<file path="config.mk">
export PLATFORM = sky130hd
export DESIGN_NAME = cipher_byte_serializer
export DESIGN_NICKNAME = d
export VERILOG_FILES = /design/src/rtl/cipher_pkg.sv /design/src/rtl/cipher_bit_collector.sv /design/src/rtl/cipher_byte_serializer.sv
export SDC_FILE = /design/constraint.sdc
export NUM_CORES = 1
export LEC_CHECK = 0
export ABC_AREA = 1
export CAP_MARGIN = 30
export CORE_ASPECT_RATIO = 0.9
export CORE_MARGIN = 10
export CORE_UTILIZATION = 56
export DETAILED_ROUTE_END_ITERATION = 6
export PLACE_DENSITY_LB_ADDON = 0.3
export REMOVE_ABC_BUFFERS = 1
export SLEW_MARGIN = 0
export SYNTH_ARGS = -nofsm -noshare
export SYNTH_HDL_FRONTEND = slang
export SYNTH_SLANG_ARGS = --single-unit
</file>
<file path="constraint.sdc">
create_clock -name clk -period 2.81 [get_ports clk]
set_clock_uncertainty 0.05 [all_clocks]
set_input_delay 0.562 -clock clk [delete_from_list [all_inputs] [get_ports clk]]
set_output_delay 0.562 -clock clk [all_outputs]
set_load 0.1 [all_outputs]
</file>
<file path="src/rtl/cipher_pkg.sv">
// Shared types and defaults for the byte-serial front end of the dual-XOR stream cipher.
package cipher_pkg;

    typedef enum logic [2:0] {
        IDLE,
        SHIFT,
        WAIT,
        CAPT,
        OUT
    } ser_state_t;

    localparam int CIPHER_DATA_W_DEF = 8;
    localparam int CIPHER_GAP_DEF    = 1;

endpackage

</file>
<file path="src/rtl/cipher_bit_collector.sv">
// Gathers the registered cipher return bit into an MSB-in word, one bit per delayed strobe.
// Optional feature macro: CIPHER_SER_PARITY_EN (adds running even parity of the word).
module cipher_bit_collector
    import cipher_pkg::*;
#(
    parameter int DATA_W = CIPHER_DATA_W_DEF
) (
    input  logic              clk,
    input  logic              rst_n,
    input  logic              tx_en_i,
    input  logic              tx_e_i,
    input  logic              clr_i,
    output logic [DATA_W-1:0] data_o,
    output logic              word_done_o
`ifdef CIPHER_SER_PARITY_EN
    ,
    output logic              parity_o
`endif
);

    localparam int CW = $clog2(DATA_W + 1);

    logic              cap_q;
    logic [DATA_W-1:0] col_q;
    logic [DATA_W-1:0] col_d;
    logic [CW-1:0]     cnt_q;

    assign col_d = {tx_e_i, col_q[DATA_W-1:1]};

    // NOTE: state is updated with <= so every flop samples pre-edge values,
    // and the reset branch is the synchronous first test inside the clocked block.
    always_ff @(posedge clk) begin
        if (!rst_n) begin
            cap_q <= 1'b0;
            col_q <= '0;
            cnt_q <= '0;
        end else begin
            cap_q <= tx_en_i;
            if (cap_q) begin
                col_q <= col_d;
            end
            if (clr_i) begin
                cnt_q <= '0;
            end else if (cap_q) begin
                cnt_q <= cnt_q + CW'(1);
            end
        end
    end

    // True on the edge that shifts in the final bit of the word.
    assign word_done_o = cap_q && (cnt_q == CW'(DATA_W - 1));
    assign data_o      = col_q;

`ifdef CIPHER_SER_PARITY_EN
    logic par_q;

    always_ff @(posedge clk) begin
        if (!rst_n) begin
            par_q <= 1'b0;
        end else if (cap_q) begin
            par_q <= ^col_d;
        end
    end

    assign parity_o = par_q;
`endif

endmodule

</file>
<file path="src/rtl/cipher_byte_serializer.sv">
// Word-to-bit serializer feeding the cipher's tx_p/tx_en pins and reassembling tx_e into a word.
// Optional feature macro: CIPHER_SER_PARITY_EN (adds ct_parity output).
module cipher_byte_serializer
    import cipher_pkg::*;
#(
    parameter int DATA_W = CIPHER_DATA_W_DEF,
    parameter int GAP    = CIPHER_GAP_DEF
) (
    input  logic              clk,
    input  logic              rst_n,
    input  logic [DATA_W-1:0] in_data,
    input  logic              in_valid,
    output logic              in_ready,
    output logic              tx_p,
    output logic              tx_en,
    input  logic              tx_e,
    output logic [DATA_W-1:0] out_data,
    output logic              out_valid,
    input  logic              out_ready,
    output logic              busy
`ifdef CIPHER_SER_PARITY_EN
    ,
    output logic              ct_parity
`endif
);

    localparam int            CW       = $clog2(DATA_W + 1);
    localparam logic [CW-1:0] LAST_CNT = CW'(DATA_W - 1);
    localparam logic [3:0]    GAP_LAST = (GAP > 0) ? 4'(GAP - 1) : 4'd0;

    ser_state_t        state_q;
    logic [DATA_W-1:0] sreg_q;
    logic [CW-1:0]     cnt_q;
    logic [3:0]        gap_q;
    logic              tx_p_q;
    logic              tx_en_q;
    logic              out_valid_q;
    logic              accept;
    logic              word_done;

    assign in_ready = rst_n && (state_q == IDLE);
    assign accept   = in_valid && in_ready;
    assign busy     = (state_q != IDLE);

    // sreg_q holds the bits not yet presented; tx_p_q is the bit on the wire.
    always_ff @(posedge clk) begin
        if (!rst_n) begin
            state_q     <= IDLE;
            sreg_q      <= '0;
            cnt_q       <= '0;
            gap_q       <= '0;
            tx_p_q      <= 1'b0;
            tx_en_q     <= 1'b0;
            out_valid_q <= 1'b0;
        end else begin
            tx_en_q <= 1'b0;
            case (state_q)
                IDLE: begin
                    if (accept) begin
                        tx_p_q  <= in_data[0];
                        sreg_q  <= in_data >> 1;
                        tx_en_q <= 1'b1;
                        cnt_q   <= '0;
                        state_q <= SHIFT;
                    end
                end
                SHIFT: begin
                    cnt_q <= cnt_q + CW'(1);
                    if (cnt_q == LAST_CNT) begin
                        state_q <= CAPT;
                    end else if (GAP > 0) begin
                        gap_q   <= GAP_LAST;
                        state_q <= WAIT;
                    end else begin
                        tx_p_q  <= sreg_q[0];
                        sreg_q  <= sreg_q >> 1;
                        tx_en_q <= 1'b1;
                    end
                end
                WAIT: begin
                    if (gap_q == 4'd0) begin
                        tx_p_q  <= sreg_q[0];
                        sreg_q  <= sreg_q >> 1;
                        tx_en_q <= 1'b1;
                        state_q <= SHIFT;
                    end else begin
                        gap_q <= gap_q - 4'd1;
                    end
                end
                CAPT: begin
                    // The last return bit lands in the collector on this edge.
                    if (word_done) begin
                        out_valid_q <= 1'b1;
                        state_q     <= OUT;
                    end
                end
                OUT: begin
                    if (out_ready) begin
                        out_valid_q <= 1'b0;
                        state_q     <= IDLE;
                    end
                end
                default: state_q <= IDLE;
            endcase
        end
    end

    assign tx_p      = tx_p_q;
    assign tx_en     = tx_en_q;
    assign out_valid = out_valid_q;

    cipher_bit_collector #(
        .DATA_W(DATA_W)
    ) u_collector (
        .clk        (clk),
        .rst_n      (rst_n),
        .tx_en_i    (tx_en_q),
        .tx_e_i     (tx_e),
        .clr_i      (accept),
        .data_o     (out_data),
        .word_done_o(word_done)
`ifdef CIPHER_SER_PARITY_EN
        ,
        .parity_o   (ct_parity)
`endif
    );

endmodule

</file>
==> reports/metrics.cfg <==
[placed_design]
post-place-ws_ps = 685.4
port_buffers = 25
place.gp.congestion = 0.7928
dp_hpwl_um = 2368
placed_area_um2 = 1846

[power]
ir_drop_mv = 1.015
power.leakage_nw = 0.9164
power_mw = 2.048
p_per_area_nw_per_um2 = 1066

[floorplan]
num_rows = 18
fp.dieH_um = 70.44
die_x_um = 76.04
core_um2 = 2725
die_area_um2 = 5356
top_level_ports = 26
initial_core_util_pct = 58.08

[synthesis]
yosysUniqueCellTypes = 25
ys_top_cells_by_area = dfxtp_1 (43%), nand2_1 (14%), nor2_1 (11%), o21ai_0 (6.0%), a21oi_1 (3.8%)
syn_avg_cell_area_um2 = 6.912
synthCells = 229
synth_seq_area_share_pct = 43.00
async_flop_share_pct = 0
synth_top_area_share_pct = 43.00
synth-seq-cells = 34
syn_area_um2 = 1583
yosys.area.top_type = dfxtp_1
yosysWarningCount = 0
synth-edff-count = 0
ys.flop_type = dfxtp_1

[detailed_routing]
drc_errors = 0
antenna_left = 0
wl_per_cell_um = 11.69
dr_total_vias = 1474
firstDrtPassIters = 4
initialDrtViolationCount = 109
via_per_inst = 4.946
wirelength_um = 3484

[clock_tree]
clockBufferDepth = 2
cts_hold_buf = 0
clk_latency_ps = 340
postCtsSetupRepairBufs = 0
numCtsBuffers = 5
cts_root_buf = clkbuf_4
cts_tree = done
ctsHtreeMaxLevel = 2
cts.sinks = 34
cts-resized-gates = 0
clk_pin_slew_ps = 100

[final_layout]
area_growth_pct = 21.34
fillCellCount = 212
final_layout_size_suffix_gt1_share_pct = 12.79
design_area_um2 = 1921
final_util_pct = 70.48
fin_nets = 273
antenna_cells = 0

[sta]
fin_ws_ps = 684.7
setup_viol = 0
post-route-period-util_pct = 75.63
finalHoldViolCount = 0
slew_headroom_pct = 64.79
grt_setup_unrepaired = no
max_freq_mhz = 470.5
fin_crit_ps = 2125
drv_slew = 0
final.setup.tns_ps = 0
tightest_slew_ps = 526.6

[global_route]
antenna_found_initial = 0
grt_pass1_vias = 1328
grt.total_usage_pct = 13.02
grt_pass1_wl_um = 5871
grt_overflow = 0
grt_max_degree = 27

[critical_path]
endpoint_kind = output port
crit_type = primary input to output port
critPathMaxFanout = 6
cpPeakStageDelay_ps = 490
timing.critical_path.buf_inv = 3
critPathTopFamily = buffers and inverters
cp_cell_sequence = clkdlybuf4s50_1, inv_2, nor2_4, buf_12
critPathSlowestCell = clkdlybuf4s50_1
r2r_start = state_q[0]
critPathArrivalTime_ps = 1510
worst_setup_path_start_kind = primary input
required_ps = 2200
crit_path_start = rst_n

[worst_hold_path]
hp-start = tx_en
holdCritPathClass = flop to flop

[job]
maxCapViolCount = 0

[outcome]
run_status = completed

cells in the final DEF (no fill, tap or decap), types with 2 or more instances in the layout:
cell	synthesis	routed
a21oi_1	12	12
nor2_1	47	47
nand4_1	4	4
clkdlybuf4s50_1	0	12
ha_1	3	3
o21ai_1	2	2
o21ai_0	19	19
nand2_1	60	60
clkbuf_1	2	2
nand2_4	4	4
clkbuf_4	0	5
buf_4	1	13
nand3_1	10	10
nor2_4	2	2
inv_1	15	15
inv_2	3	3
dfxtp_1	34	34
kinds of logic (layout without fill, tap and decap cells):
logic type,count (synthesis),count (layout),share of synthesized area [%]
XOR/XNOR,2,2,1.107
AND/OR/NAND/NOR,131,131,36.13
AO/OA/AOI/OAI,34,34,10.91
adder cells (fa/ha/maj),3,3,2.372
flip-flops,34,34,43.00
buffers and inverters,25,54,6.482
power breakdown:
part	switching [mW]	internal, mW	leakage, nW
logic	0.740	0.287	0.600
clock network	0.158	0.189	0.0395
registers	0.0846	0.590	0.277
layer usage:
layer  vias up  wire length, um  GRT usage, %  part of all wire, %
li1        779                -             -                    -
met1       640             1619         15.37                   46
met2        51             1619         20.66                   46
met3         4              202         4.859                  5.8
met4         0               43         5.462                  1.2
met5         -                0             0                    0
flip-flops by register name, indices dropped and copies added (netlist names), 3 cells and up:
register            cells
state_q                 3
u_collector.cnt_q       4
cnt_q                   4
gap_q                   4
sreg_q                  7
u_collector.data_o      8
cells in the mapped netlist, types with 2 or more instances:
library cell / n
nand2_1: 60
nor2_1: 47
dfxtp_1: 34
o21ai_0: 19
inv_1: 15
a21oi_1: 12
nand3_1: 10
nand2_4: 4
nand4_1: 4
ha_1: 3
inv_2: 3
buf_2: 2
clkbuf_1: 2
nor2_4: 2
o21ai_1: 2
final cells by class:
| class | count | area [um^2] | share of cell area, % |
|---|---|---|---|
| Clock buffer | 7 | 45.04 | 2.345 |
| Clock inverter | 1 | 30.03 | 1.564 |
| Inverter | 20 | 77.57 | 4.039 |
| Multi-Input combinational cell | 170 | 799.5 | 41.63 |
| Sequential cell | 34 | 680.7 | 35.44 |
| Tap cell | 40 | 50.05 | 2.606 |
| Timing Repair Buffer | 26 | 237.7 | 12.38 |
through the flow:
stage / hold slack, ps / cells
after floorplan: 387.8 / 224
after global placement: 376.5 / 290
after detailed placement: 378.8 / 290
after CTS: 395.0 / 298
after global routing: 397.2 / 298
final: 393.8 / 298
path summary, 6_finish.rpt:
path	endpoint	slack [ps]	depth (start not counted)
hold reg to reg	u_collector.cap_q	390	2
setup / recovery	in_ready	680	4
hold / removal	u_collector.cap_q	390	2
setup reg to reg	gap_q[1]	1030	8
tightest hold or removal path, stage by stage (launching register included):
cell     delay [ps]
dfxtp_1         320
nand2_1          60
inv_1            30
(Power assumes the default switching activity.)
